File: src/rtl/channel_pkg.sv
// Shared channel definitions: sequencer state encoding and channel command bytes.
package channel_pkg;

    // Sequencer states, in the order an operation walks through them.
    typedef enum logic [2:0] {
        ST_IDLE,
        ST_START,
        ST_WAIT_ACTIVE,
        ST_XFER,
        ST_WAIT_IDLE,
        ST_DONE
    } ccw_state_t;

    // Channel command bytes.
    localparam logic [7:0] CMD_WRITE = 8'h01;
    localparam logic [7:0] CMD_READ  = 8'h02;
    localparam logic [7:0] CMD_NOP   = 8'h03;

endpackage

File: src/rtl/ccw_sequencer.sv
// Channel command sequencer: accepts one request, starts the channel, moves
// up to req_count bytes between host and channel streams, stops or observes
// the channel ending, then reports done with the unused count in residual.
// Optional feature macro: CCW_SKIP_EN (read data discard via req_skip).
module ccw_sequencer
    import channel_pkg::*;
#(
    parameter int unsigned COUNT_WIDTH   = 16,
    parameter int unsigned START_TIMEOUT = 8
) (
    input  logic                   clk,
    input  logic                   reset,
    input  logic [7:0]             req_addr,
    input  logic [7:0]             req_command,
    input  logic [COUNT_WIDTH-1:0] req_count,
    input  logic                   req_skip,
    input  logic                   req_valid,
    output logic                   req_ready,
    output logic [7:0]             ch_addr,
    output logic [7:0]             ch_command,
    output logic                   ch_start,
    output logic                   ch_stop,
    input  logic                   ch_active,
    output logic [7:0]             ch_send_tdata,
    output logic                   ch_send_tvalid,
    input  logic                   ch_send_tready,
    input  logic [7:0]             ch_recv_tdata,
    input  logic                   ch_recv_tvalid,
    output logic                   ch_recv_tready,
    input  logic [7:0]             host_send_tdata,
    input  logic                   host_send_tvalid,
    output logic                   host_send_tready,
    output logic [7:0]             host_recv_tdata,
    output logic                   host_recv_tvalid,
    input  logic                   host_recv_tready,
    output logic                   done,
    output logic [COUNT_WIDTH-1:0] residual
);

    localparam int unsigned TIMER_W = (START_TIMEOUT > 1) ? $clog2(START_TIMEOUT) : 1;
    localparam logic [TIMER_W-1:0] TIMER_LAST = TIMER_W'(START_TIMEOUT - 1);

    ccw_state_t             state;
    logic [COUNT_WIDTH-1:0] count;
    logic [COUNT_WIDTH-1:0] count_next;
    logic [TIMER_W-1:0]     timer;
    logic                   xfer_on;
    logic                   send_hs;
    logic                   recv_hs;
    logic [1:0]             dec;
    logic                   skip;

`ifndef CCW_SKIP_EN
    logic unused_skip;
    assign skip        = 1'b0;
    assign unused_skip = req_skip;
`endif

    assign req_ready       = (state == ST_IDLE);
    assign xfer_on         = (state == ST_XFER) && (count != '0);
    assign ch_send_tdata   = host_send_tdata;
    assign host_recv_tdata = ch_recv_tdata;

    // Data path gating: streams pass through only while transferring with count left.
    always_comb begin
        ch_send_tvalid   = 1'b0;
        host_send_tready = 1'b0;
        host_recv_tvalid = 1'b0;
        ch_recv_tready   = 1'b0;
        if (xfer_on) begin
            ch_send_tvalid   = host_send_tvalid;
            host_send_tready = ch_send_tready;
            if (skip) begin
                ch_recv_tready = 1'b1;
            end else begin
                host_recv_tvalid = ch_recv_tvalid;
                ch_recv_tready   = host_recv_tready;
            end
        end
    end

    // Count after this cycle's handshakes, saturating at zero.
    always_comb begin
        send_hs    = ch_send_tvalid && ch_send_tready;
        recv_hs    = ch_recv_tvalid && ch_recv_tready;
        dec        = {1'b0, send_hs} + {1'b0, recv_hs};
        count_next = (count > COUNT_WIDTH'(dec)) ? count - COUNT_WIDTH'(dec) : '0;
    end

    // Sequencer FSM with registered pulses and latched request fields.
    always_ff @(posedge clk or posedge reset) begin
        if (reset) begin
            state      <= ST_IDLE;
            count      <= '0;
            timer      <= '0;
            ch_addr    <= '0;
            ch_command <= '0;
            ch_start   <= 1'b0;
            ch_stop    <= 1'b0;
            done       <= 1'b0;
            residual   <= '0;
`ifdef CCW_SKIP_EN
            skip       <= 1'b0;
`endif
        end else begin
            ch_start <= 1'b0;
            ch_stop  <= 1'b0;
            done     <= 1'b0;
            case (state)
                ST_IDLE: begin
                    if (req_valid) begin
                        ch_addr    <= req_addr;
                        ch_command <= req_command;
                        count      <= req_count;
`ifdef CCW_SKIP_EN
                        skip       <= req_skip;
`endif
                        ch_start   <= 1'b1;
                        state      <= ST_START;
                    end
                end
                ST_START: begin
                    timer <= '0;
                    state <= ST_WAIT_ACTIVE;
                end
                ST_WAIT_ACTIVE: begin
                    if (ch_active) begin
                        state <= ST_XFER;
                    end else if (timer == TIMER_LAST) begin
                        residual <= count;
                        done     <= 1'b1;
                        state    <= ST_DONE;
                    end else begin
                        timer <= timer + 1'b1;
                    end
                end
                ST_XFER: begin
                    count <= count_next;
                    // A channel dropping active wins over a pending stop request.
                    if (!ch_active) begin
                        residual <= count_next;
                        done     <= 1'b1;
                        state    <= ST_DONE;
                    end else if ((count == '0) && (ch_send_tready || ch_recv_tvalid)) begin
                        ch_stop <= 1'b1;
                        state   <= ST_WAIT_IDLE;
                    end
                end
                ST_WAIT_IDLE: begin
                    if (!ch_active) begin
                        residual <= count;
                        done     <= 1'b1;
                        state    <= ST_DONE;
                    end
                end
                ST_DONE: begin
                    state <= ST_IDLE;
                end
                default: begin
                    state <= ST_IDLE;
                end
            endcase
        end
    end

endmodule

File: config.mk
export PLATFORM = sky130hd
export DESIGN_NAME = ccw_sequencer
export DESIGN_NICKNAME = d
export VERILOG_FILES = /design/src/rtl/channel_pkg.sv /design/src/rtl/ccw_sequencer.sv
export SDC_FILE = /design/constraint.sdc
export NUM_CORES = 1
export LEC_CHECK = 0
export ABC_AREA = 1
export ABC_CLOCK_PERIOD_IN_PS = 2500
export CAP_MARGIN = 5
export CORE_MARGIN = 1.5
export CORE_UTILIZATION = 31
export CTS_CLUSTER_SIZE = 28
export DETAILED_ROUTE_END_ITERATION = 6
export GPL_ROUTABILITY_DRIVEN = 0
export PLACE_DENSITY = 0.62
export RECOVER_POWER = 50
export SYNTH_ARGS = -nofsm -noshare
export SYNTH_HDL_FRONTEND = slang
export SYNTH_SLANG_ARGS = --single-unit
File: constraint.sdc
create_clock -name clk -period 2.5 [get_ports clk]
set_input_delay 0.5 -clock clk [delete_from_list [all_inputs] [get_ports clk]]
set_output_delay 0.5 -clock clk [all_outputs]
set_load 0.02 [all_outputs]
==> impl_metrics.ini <==
[clocking]
cts-root-buf = clkbuf_8
cts_hold_buf = 0
htree_levels = 3
numClockSinks = 57
cts_tree = done
path_clk_slew_ns = 0.07
clock_path_buffers = 2
clock_latency_ns = 0.34
numCtsBuffers = 9

[timing]
setup-tns-final_ns = -5.50
worst_pin_slew_ns = 1.45
finalHoldViolations = 0
rsz0062_at_grt = yes
fmax_mhz = 369
worst_slack_ns = -0.213
period_needed_ns = 2.71
fin_skew_ns = 0.0108
maxSlewHeadroom = 0.0325
finalCritPeriodShare = 1.09
drv_slew = 0
finalSetupViolCount = 32

[finish]
final_util = 0.467
drive_gt1_frac = 0.273
nNetsFinal = 607
area_growth_syn_to_layout_pct = 45.6
seqCellArea_mm2 = 0.00143
diodes = 0
multi_input_area_mm2 = 0.00170
nFillCells = 1027

[detailed_routing]
drcViolationCount = 0
vias = 3110
wl_per_cell_um = 12.9
wl_um = 8850
drtIter0Drc = 105
first_pass_iters = 4
routed_via_density = 4.54
antenna_left = 0

[critical_path]
crit_path_max_incr_delay_ns = 0.39
cpLargestDelayFamily = simple AND/OR/NAND/NOR gates
worstPathCellList = nor2_2 -> nand2_2 -> nor2_4 -> nand2_2 -> nand2_4 -> nor3_2 -> ha_1 -> ha_2 -> inv_2 -> fa_2 -> inv_2 -> nand2_4 -> nand2_4 -> buf_4 -> nand3_4 -> buf_6 -> nand4_1 -> a22oi_1
path_common_cell = nand2_4
critPathSlowestCell = dfrtp_1
path_max_fanout = 5
cp-end-kind = flip-flop
path_class = flip-flop to flip-flop
start_kind = flip-flop
required_ns = 2.71
critPathArrivalTime_ns = 2.92
worst-path-buf-inv = 4

[global_route]
antenna_found_initial = 0
grt_pass1_wl_um = 14800
grt_max_degree = 58
grt.overflow.total = 0
grt_usage = 0.163
grt_pass1_vias = 3270

[synth]
syn_area_per_cell_um2 = 7.77
yosys-top-cells-count = nand2_1 (131), dfrtp_1 (57), nor2_1 (57)
synth-async-reset-ratio = 1.00
ys_seq_elements = 57
yosys-top-cells-area = dfrtp_1 (43%), nand2_1 (15%), nor2_1 (6.4%), a21oi_2 (5.0%), inv_1 (4.0%)
synth_top_cell_by_area = dfrtp_1
syn_area_mm2 = 0.00333
yosys.cell_types.count = 35
synth_edf_count = 0
synthFlopType = dfrtp_1
synthesis.instances = 428
synth_top_area_frac = 0.429
ys_warn_count = 0
yosysMostFrequentCell = nand2_1
synth_fp_nets = 491
seq_area_frac_synth = 0.429

[die]
die-area_mm2 = 0.0114
start_util = 0.321
die_h_um = 107
die_w_um = 107
core_mm2 = 0.0104
io_pins = 113
rows = 37

[pwr]
p_per_area_mw_per_mm2 = 1210
ir_drop_v = 0.000487
p_leak_nw = 2.33

[run_status]
violations = negative setup slack
status = finished with violations

[worst_hold_path]
hold_class = flip-flop to flip-flop

[placement]
port_buffers = 79
dpl.hpwl_um = 6170
preCtsSetupSlack_ns = -0.471

[run]
cap_violations = 0
==> report_power, final <==
group          switching [mW]  internal, mW  total [mW]
combinational            1.88          1.49        3.37
sequential              0.291          1.36        1.65
clock                   0.379         0.484       0.863
total                    2.55          3.33        5.88
==> repair_timing <==
| item | 4_1_cts | 5_1_grt |
|---|---|---|
| buffers inserted | 4 | 1 |
| pin swaps | 15 | 21 |
| endpoints found under the setup margin | 36 | 36 |
| resized for setup | 15 | 27 |
| cloned | 0 | 0 |
==> worst paths after layout <==
path	startpoint	to	slack, ns	cells after the start
worst max-delay path	count[4]	count[4]	-0.21	18
min in group asynchronous	reset	ch_addr[4]	1.10	3
worst max register to register	count[4]	count[4]	-0.21	18
worst min-delay path	ch_addr[6]	ch_addr[6]	0.48	2
max in group asynchronous	reset	count[15]	0.52	3
worst min register to register	ch_addr[6]	ch_addr[6]	0.48	2
==> per-layer routing <==
metal	track usage	vias up	wire, µm
met5	0	-	0
met4	0.0419	0	69
met2	0.276	72	4290
li1	-	1561	-
met3	0.0565	10	689
met1	0.196	1467	3810
==> worst reg2reg max path: cells and delay by family, from the launching register on <==
| kind | cells | cell delay, ns |
|---|---|---|
| buffers and inverters | 4 | 0.37 |
| and+or+nand+nor | 10 | 0.97 |
| adders and majority gates | 3 | 0.80 |
| AOI/OAI and AO/OA | 1 | 0.08 |
| DFF | 1 | 0.39 |
==> registers in the layout (all words and copies together), names as in the netlist <==
register,count
done,1
residual,16
ch_start,1
state,3
count,16
timer,3
ch_addr,8
ch_command,8
ch_stop,1
==> cell families (layout without fill, tap and decap cells) <==
family	count (synthesis)	count (layout)	share of synthesized area
AND/OR/NAND/NOR	236	236	0.313
buffers and inverters	66	187	0.105
AO/OA/AOI/OAI	58	58	0.115
flip-flops	57	57	0.429
adder cells (fa/ha/maj)	6	6	0.0248
XOR/XNOR	5	5	0.0132
==> layout by cell type, fill, tap and decap left out, drive strengths merged <==
cell type,n
a22oi,2
dlygate4sd3,1
dlymetal6s2s,4
inv,39
clkinv,3
nor3,7
or2,1
clkinvlp,2
nand3b,1
a21oi,36
bufinv,1
o21ai,18
nor2,72
fa,1
nand4,7
nand2,135
ha,5
dfrtp,57
buf,51
clkdlybuf4s50,74
clkbuf,12
o21a,1
xnor2,2
o211ai,1
xor2,3
nand3,13
==> through the flow <==
stage          hold slack (ns)  std cells  power (mW)  cell area, µm²
6_report                 0.476        685        5.88            4840
5_1_grt                  0.498        685        6.35            4840
4_1_cts                  0.484        684        5.86            4750
3_5_place_dp             0.464        665        4.90            4500
3_3_place_gp             0.462        665        4.83            4500
2_1_floorplan            0.487        428        3.59            3350
==> final cells by class <==
cell class	count	share of cell area
flip-flops and latches	57	0.294
multi-input cells	305	0.351
well taps	136	0.0351
inverters	40	0.0315
clock buffers	11	0.0292
clock inverters	5	0.0114
repair buffers	131	0.247
Note: power is estimated with default switching activity, not from simulation.
